<file path="config.mk">
export PLATFORM = sky130hd
export DESIGN_NAME = inst_encoder
export DESIGN_NICKNAME = d
export VERILOG_FILES = /design/src/rtl/mips_define.sv /design/src/rtl/inst_encoder.sv
export SDC_FILE = /design/constraint.sdc
export NUM_CORES = 1
export LEC_CHECK = 0
export CORE_MARGIN = 8
export CORE_UTILIZATION = 48
export DETAILED_ROUTE_END_ITERATION = 8
export PLACE_DENSITY_LB_ADDON = 0.05
export SYNTH_ARGS = -nofsm -noshare
export SYNTH_HDL_FRONTEND = slang
export SYNTH_SLANG_ARGS = --single-unit
</file>
<file path="constraint.sdc">
create_clock -name clock -period 2.2 [get_ports clock]
set_clock_uncertainty 0.1 [all_clocks]
set_input_delay 0.44 -clock clock [delete_from_list [all_inputs] [get_ports clock]]
set_output_delay 0.44 -clock clock [all_outputs]
set_load 0.1 [all_outputs]
</file>
<file path="src/rtl/mips_define.sv">
// MIPS encoding constants and shared types for the instruction encoder.
// Holds the encode-class enum, FSM state enum and opcode/funct constants;
// every opcode value used by the encoder comes from here.
package mips_define;

    // Encoding class requested by the producer; code 7 is left undefined.
    typedef enum logic [2:0] {
        ENC_R       = 3'd0,
        ENC_I       = 3'd1,
        ENC_J       = 3'd2,
        ENC_LI      = 3'd3,
        ENC_NOP     = 3'd4,
        ENC_ERET    = 3'd5,
        ENC_SYSCALL = 3'd6
    } enc_kind_t;

    // IDLE accepts requests; LI_LO holds the LUI half of a two-word LI.
    typedef enum logic {
        IDLE  = 1'b0,
        LI_LO = 1'b1
    } enc_state_t;

    // Major opcodes (bits 31:26).
    localparam logic [5:0] OP_OTHER0 = 6'h00;
    localparam logic [5:0] OP_J      = 6'h02;
    localparam logic [5:0] OP_ADDIU  = 6'h09;
    localparam logic [5:0] OP_ORI    = 6'h0D;
    localparam logic [5:0] OP_LUI    = 6'h0F;
    localparam logic [5:0] OP_Z0     = 6'h10;

    // COP0 "CO" bit (bit 25) selecting the coprocessor-operation form.
    localparam logic       OP_CO     = 1'b1;

    // SPECIAL funct codes and COP0 function codes (bits 5:0).
    localparam logic [5:0] OP0_SYSCALL = 6'h0C;
    localparam logic [5:0] OP0_ADDU    = 6'h21;
    localparam logic [5:0] OPC_ERET    = 6'h18;

    localparam logic [4:0] REG_ZERO  = 5'd0;

    // Result of encoding one request: first word, its last flag, and whether
    // a second (ORI) word must follow.
    typedef struct packed {
        logic [31:0] word;
        logic        last;
        logic        two_word;
    } enc_res_t;

endpackage

</file>
<file path="src/rtl/inst_encoder.sv">
// Encodes instruction requests into 32-bit MIPS words (LI may expand to LUI+ORI).
// Latency: one cycle from request acceptance to inst_valid; LI second word follows the first handshake.
// Backpressure: req_ready only in IDLE with a free or draining output register; outputs hold while stalled.
// Ports: clock/reset_n (async active-low); req_* valid/ready request channel;
//        inst_* valid/ready word channel with inst_last; words_out saturating handshake count.
module inst_encoder
    import mips_define::*;
#(
    parameter int CNT_W = 16
) (
    input  logic             clock,
    input  logic             reset_n,
    input  logic             req_valid,
    output logic             req_ready,
    input  logic [2:0]       req_kind,
    input  logic [5:0]       req_op,
    input  logic [4:0]       req_rs,
    input  logic [4:0]       req_rt,
    input  logic [4:0]       req_rd,
    input  logic [4:0]       req_shamt,
    input  logic [31:0]      req_imm,
    output logic             inst_valid,
    input  logic             inst_ready,
    output logic [31:0]      inst_word,
    output logic             inst_last,
    output logic [CNT_W-1:0] words_out
);

    // Pure combinational encoder for the first (or only) word of a request.
    function automatic enc_res_t encode(
        input logic [2:0]  kind,
        input logic [5:0]  op,
        input logic [4:0]  rs,
        input logic [4:0]  rt,
        input logic [4:0]  rd,
        input logic [4:0]  shamt,
        input logic [31:0] imm
    );
        enc_res_t r;
        r.word     = 32'h0000_0000;
        r.last     = 1'b1;
        r.two_word = 1'b0;
        case (enc_kind_t'(kind))
            ENC_R:       r.word = {OP_OTHER0, rs, rt, rd, shamt, op};
            ENC_I:       r.word = {op, rs, rt, imm[15:0]};
            ENC_J:       r.word = {op, imm[25:0]};
            ENC_LI: begin
                if (imm[31:16] != 16'h0000) begin
                    r.word     = {OP_LUI, REG_ZERO, rt, imm[31:16]};
                    r.last     = 1'b0;
                    r.two_word = 1'b1;
                end else begin
                    r.word     = {OP_ORI, REG_ZERO, rt, imm[15:0]};
                end
            end
            ENC_SYSCALL: r.word = {OP_OTHER0, 20'h00000, OP0_SYSCALL};
            ENC_ERET:    r.word = {OP_Z0, OP_CO, 19'h00000, OPC_ERET};
            // NOP and undefined codes both emit the all-zero word.
            default:     r.word = 32'h0000_0000;
        endcase
        return r;
    endfunction

    enc_state_t       state_q, state_d;
    logic             inst_valid_q, inst_valid_d;
    logic [31:0]      inst_word_q, inst_word_d;
    logic             inst_last_q, inst_last_d;
    logic [CNT_W-1:0] words_q, words_d;
    // Low half and rt of a two-word LI, captured at acceptance so the ORI word
    // does not depend on whatever the producer drives afterwards.
    logic [15:0]      lo_q, lo_d;
    logic [4:0]       rt_q, rt_d;

    enc_res_t         enc;
    logic             out_hs;
    logic             accept;

    always_comb begin
        enc = encode(req_kind, req_op, req_rs, req_rt, req_rd, req_shamt, req_imm);

        out_hs = inst_valid_q && inst_ready;
        // Gated with reset_n so the producer sees "not ready" while in reset.
        req_ready = reset_n && (state_q == IDLE) && (!inst_valid_q || inst_ready);
        accept = req_valid && req_ready;

        state_d      = state_q;
        inst_valid_d = inst_valid_q;
        inst_word_d  = inst_word_q;
        inst_last_d  = inst_last_q;
        words_d      = words_q;
        lo_d         = lo_q;
        rt_d         = rt_q;

        if (out_hs) begin
            inst_valid_d = 1'b0;
            if (words_q != {CNT_W{1'b1}}) begin
                words_d = words_q + CNT_W'(1);
            end
        end

        case (state_q)
            IDLE: begin
                if (accept) begin
                    inst_valid_d = 1'b1;
                    inst_word_d  = enc.word;
                    inst_last_d  = enc.last;
                    if (enc.two_word) begin
                        state_d = LI_LO;
                        lo_d    = req_imm[15:0];
                        rt_d    = req_rt;
                    end
                end
            end
            LI_LO: begin
                // The ORI word replaces the LUI word only once LUI is taken.
                if (out_hs) begin
                    inst_valid_d = 1'b1;
                    inst_word_d  = {OP_ORI, rt_q, rt_q, lo_q};
                    inst_last_d  = 1'b1;
                    state_d      = IDLE;
                end
            end
            default: state_d = IDLE;
        endcase
    end

    always_ff @(posedge clock or negedge reset_n) begin
        if (!reset_n) begin
            state_q      <= IDLE;
            inst_valid_q <= 1'b0;
            inst_word_q  <= 32'h0000_0000;
            inst_last_q  <= 1'b0;
            words_q      <= '0;
            lo_q         <= 16'h0000;
            rt_q         <= 5'd0;
        end else begin
            state_q      <= state_d;
            inst_valid_q <= inst_valid_d;
            inst_word_q  <= inst_word_d;
            inst_last_q  <= inst_last_d;
            words_q      <= words_d;
            lo_q         <= lo_d;
            rt_q         <= rt_d;
        end
    end

    assign inst_valid = inst_valid_q;
    assign inst_word  = inst_word_q;
    assign inst_last  = inst_last_q;
    assign words_out  = words_q;

endmodule

</file>
==> results.toml <==
[placement]
place_hpwl_um = 8970
pre_cts_ws_ns = -0.310
placed_cells = 612
numPortBuffers = 115
gp_congestion = 0.850

[final_layout]
diodes = 0
drive_above_1_share = 0.332
postLayoutCoreUtil = 0.689
areaGrowthSynthToFinish_pct = 38.9
fin_cells = 629
layout.nets = 585

[pwr]
p_total_uw = 6180
ir_worst_vdd_mv = 0.553
cellPowerDensity_mw_per_mm2 = 1090
power.static_leakage_uw = 0.00259

[floorplanning]
die_area_mm2 = 0.0117
die_h_um = 108
top_level_ports = 116
start_util = 0.496
coreArea_mm2 = 0.00822
placement_rows = 33
die_width_um = 108

[cts]
cts_max_path_buffers = 2
h-tree-depth = 3
clkSinkCount = 72
insertion_delay_ns = 0.35
cts_tree = "built"
numCtsBuffers = 9
root_buffer = "clkbuf_8"
cts_setup_buffers = 0
clkSlewWorstSetupHoldPaths_ns = 0.07

[synth]
synthesis.nets = 444
ys_warn_count = 0
synth_edf_count = 0
ys_async_sr_fraction = 1.00
synthTopCellsByArea = "dfrtp_1 44%, mux2_4 6.3%, o211ai_1 5.7%"
synthMostInstantiatedCell = "dfrtp_1"
syn_inst = 378
yosysTopAreaCellShare = 0.442
ys_ff_latch = 72
synth_cell_type_count = 54
synth_area_mm2 = 0.00408
dominantRegCellSynth = "dfrtp_1"
synth_area_per_cell_um2 = 10.8
synth.top_cells.by_count = "72 x dfrtp_1, 34 x nand2_1, 31 x o211ai_1"
synth_top_cell_by_area = "dfrtp_1"
synth_seq_area_share = 0.442

[critical_path]
rr_startpoint = "words_out[0]"
worstPathRequired_ns = 2.35
slowest_delay_ns = 0.46
arrival_ns = 2.24
cp_slowest_cell = "clkdlybuf4s50_1"
crit_chain = "clkdlybuf4s50_1 > nor4_2 > nand4_1 > or3_1 > buf_4 > o211ai_1"
start_kind = "primary input"
critPathLaunch = "req_imm[18]"
path_max_fanout = 5
crit_path_end_kind = "flop"
reg2reg_setup_slack_ns = 0.39
critical_path_class = "primary input to flop"

[timing]
worstMarginPinSlew_ns = 0.594
setup_slack_ns = 0.111
rsz0062_at_grt = "no"
fin_crit_ns = 2.09
fmax_mhz = 479
setup_violations = 0
post-route-period-util = 0.949
slew_headroom = 0.604
final_max_slew_viol_count = 0
hold_viol_final = 0

[run_status]
run_status = "finished clean"

[job]
max_cap_violations = 0

[global_route]
grt_max_degree = 47
grt_pass1_vias = 3765
grt_pass1_wl_um = 19400
grt-ovfl-total = 0
track_usage = 0.209
antenna_found_initial = 0

[route]
first_iter_violations = 171
routed_wl_um = 11900
drtAntennaViolNets = 0
routed_via_density = 5.68
wl_per_cell_um = 19.0
vias = 3573
drt_pre_antenna_iters = 5
drc = 0

[worst_hold_path]
hp-class = "primary input to async pin"
-- power breakdown --
part           internal [uW]  switching, uW  total [uW]
logic                    827           2100        2920
registers               1660            261        1920
clock network            814            517        1330
total                   3300           2870        6180
-- timing repair --
action	in CTS	in global routing
pin swaps	0	0
endpoints found under the setup margin	1	31
endpoints found under the hold margin	1	0
gates resized for setup	1	3
hold buffers	1	0
-- stage by stage --
step / hold slack [ns] / area, um2 / TNS (ns)
5_1_grt: 0.357 / 5660 / 0
3_3_place_gp: 0.146 / 5380 / -12.76
3_5_place_dp: 0.144 / 5380 / -10.93
6_report: 0.353 / 5660 / 0
2_1_floorplan: 0.0444 / 4090 / -0.0790
4_1_cts: 0.354 / 5640 / 0
-- logic make-up (layout without fill, tap and decap cells) --
group,Yosys count,in the layout,synth area share
xor+xnor,11,11,0.0236
compound gates,110,110,0.203
buf+inv,46,192,0.0718
fa+ha+maj,1,1,0.00307
simple gates,98,98,0.132
mux,40,40,0.125
flops,72,72,0.442
-- metal layers --
metal | GRT usage | up-vias | wire, um
met2 | 0.342 | 128 | 5820
met5 | 0 | - | 0
met4 | 0.0585 | 0 | 153
met3 | 0.0589 | 13 | 895
li1 | - | 1690 | -
met1 | 0.264 | 1742 | 5070
-- worst paths after layout --
path,to,depth (start not counted)
min in group clock,words_out[7],1
max,inst_word[0],6
max in group asynchronous,words_out[5],3
min,lo_q[2],2
max reg2reg,words_out[11],6
min reg2reg,words_out[7],1
-- cell type report --
cell class              instances  area, um2
fillers                       661       2560
multi-input cells             260       2000
flip-flops and latches         72       1810
repair buffers                156       1390
clock buffers                  11        151
well taps                     105        131
clock inverters                 5        103
inverters                      20       75.1
-- layout by cell type (no fill, tap or decap), types with 4 or more instances in the layout --
master and n:
buf_4 87, dfrtp_1 64, clkdlybuf4s50_1 61, nand2_1 34, o211ai_1 31, inv_1 20, mux2_2 20, a22oi_1 18
mux2_4 17, a21oi_1 17, o21ai_0 13, clkbuf_8 11, o211ai_2 10, nand3_1 8, nor2_1 8, xnor2_1 8
dfrtp_2 8, nand4_1 7, nor3_1 7, a221o_1 7, nor2b_1 5, buf_12 5, and3_1 4, nor4_2 4
-- critical path: cells and delay by family --
family          cells  cell delay, ns
buf+inv             2            0.65
simple gates        3            0.96
compound gates      1            0.19
-- flip-flops by register name, indices dropped and copies added, names as in the netlist --
register	cells
inst_valid	1
inst_last	1
words_out	16
inst_word	32
lo_q	16
state_q	1
rt_q	5
No activity file was read; power rests on OpenSTA's default activity.
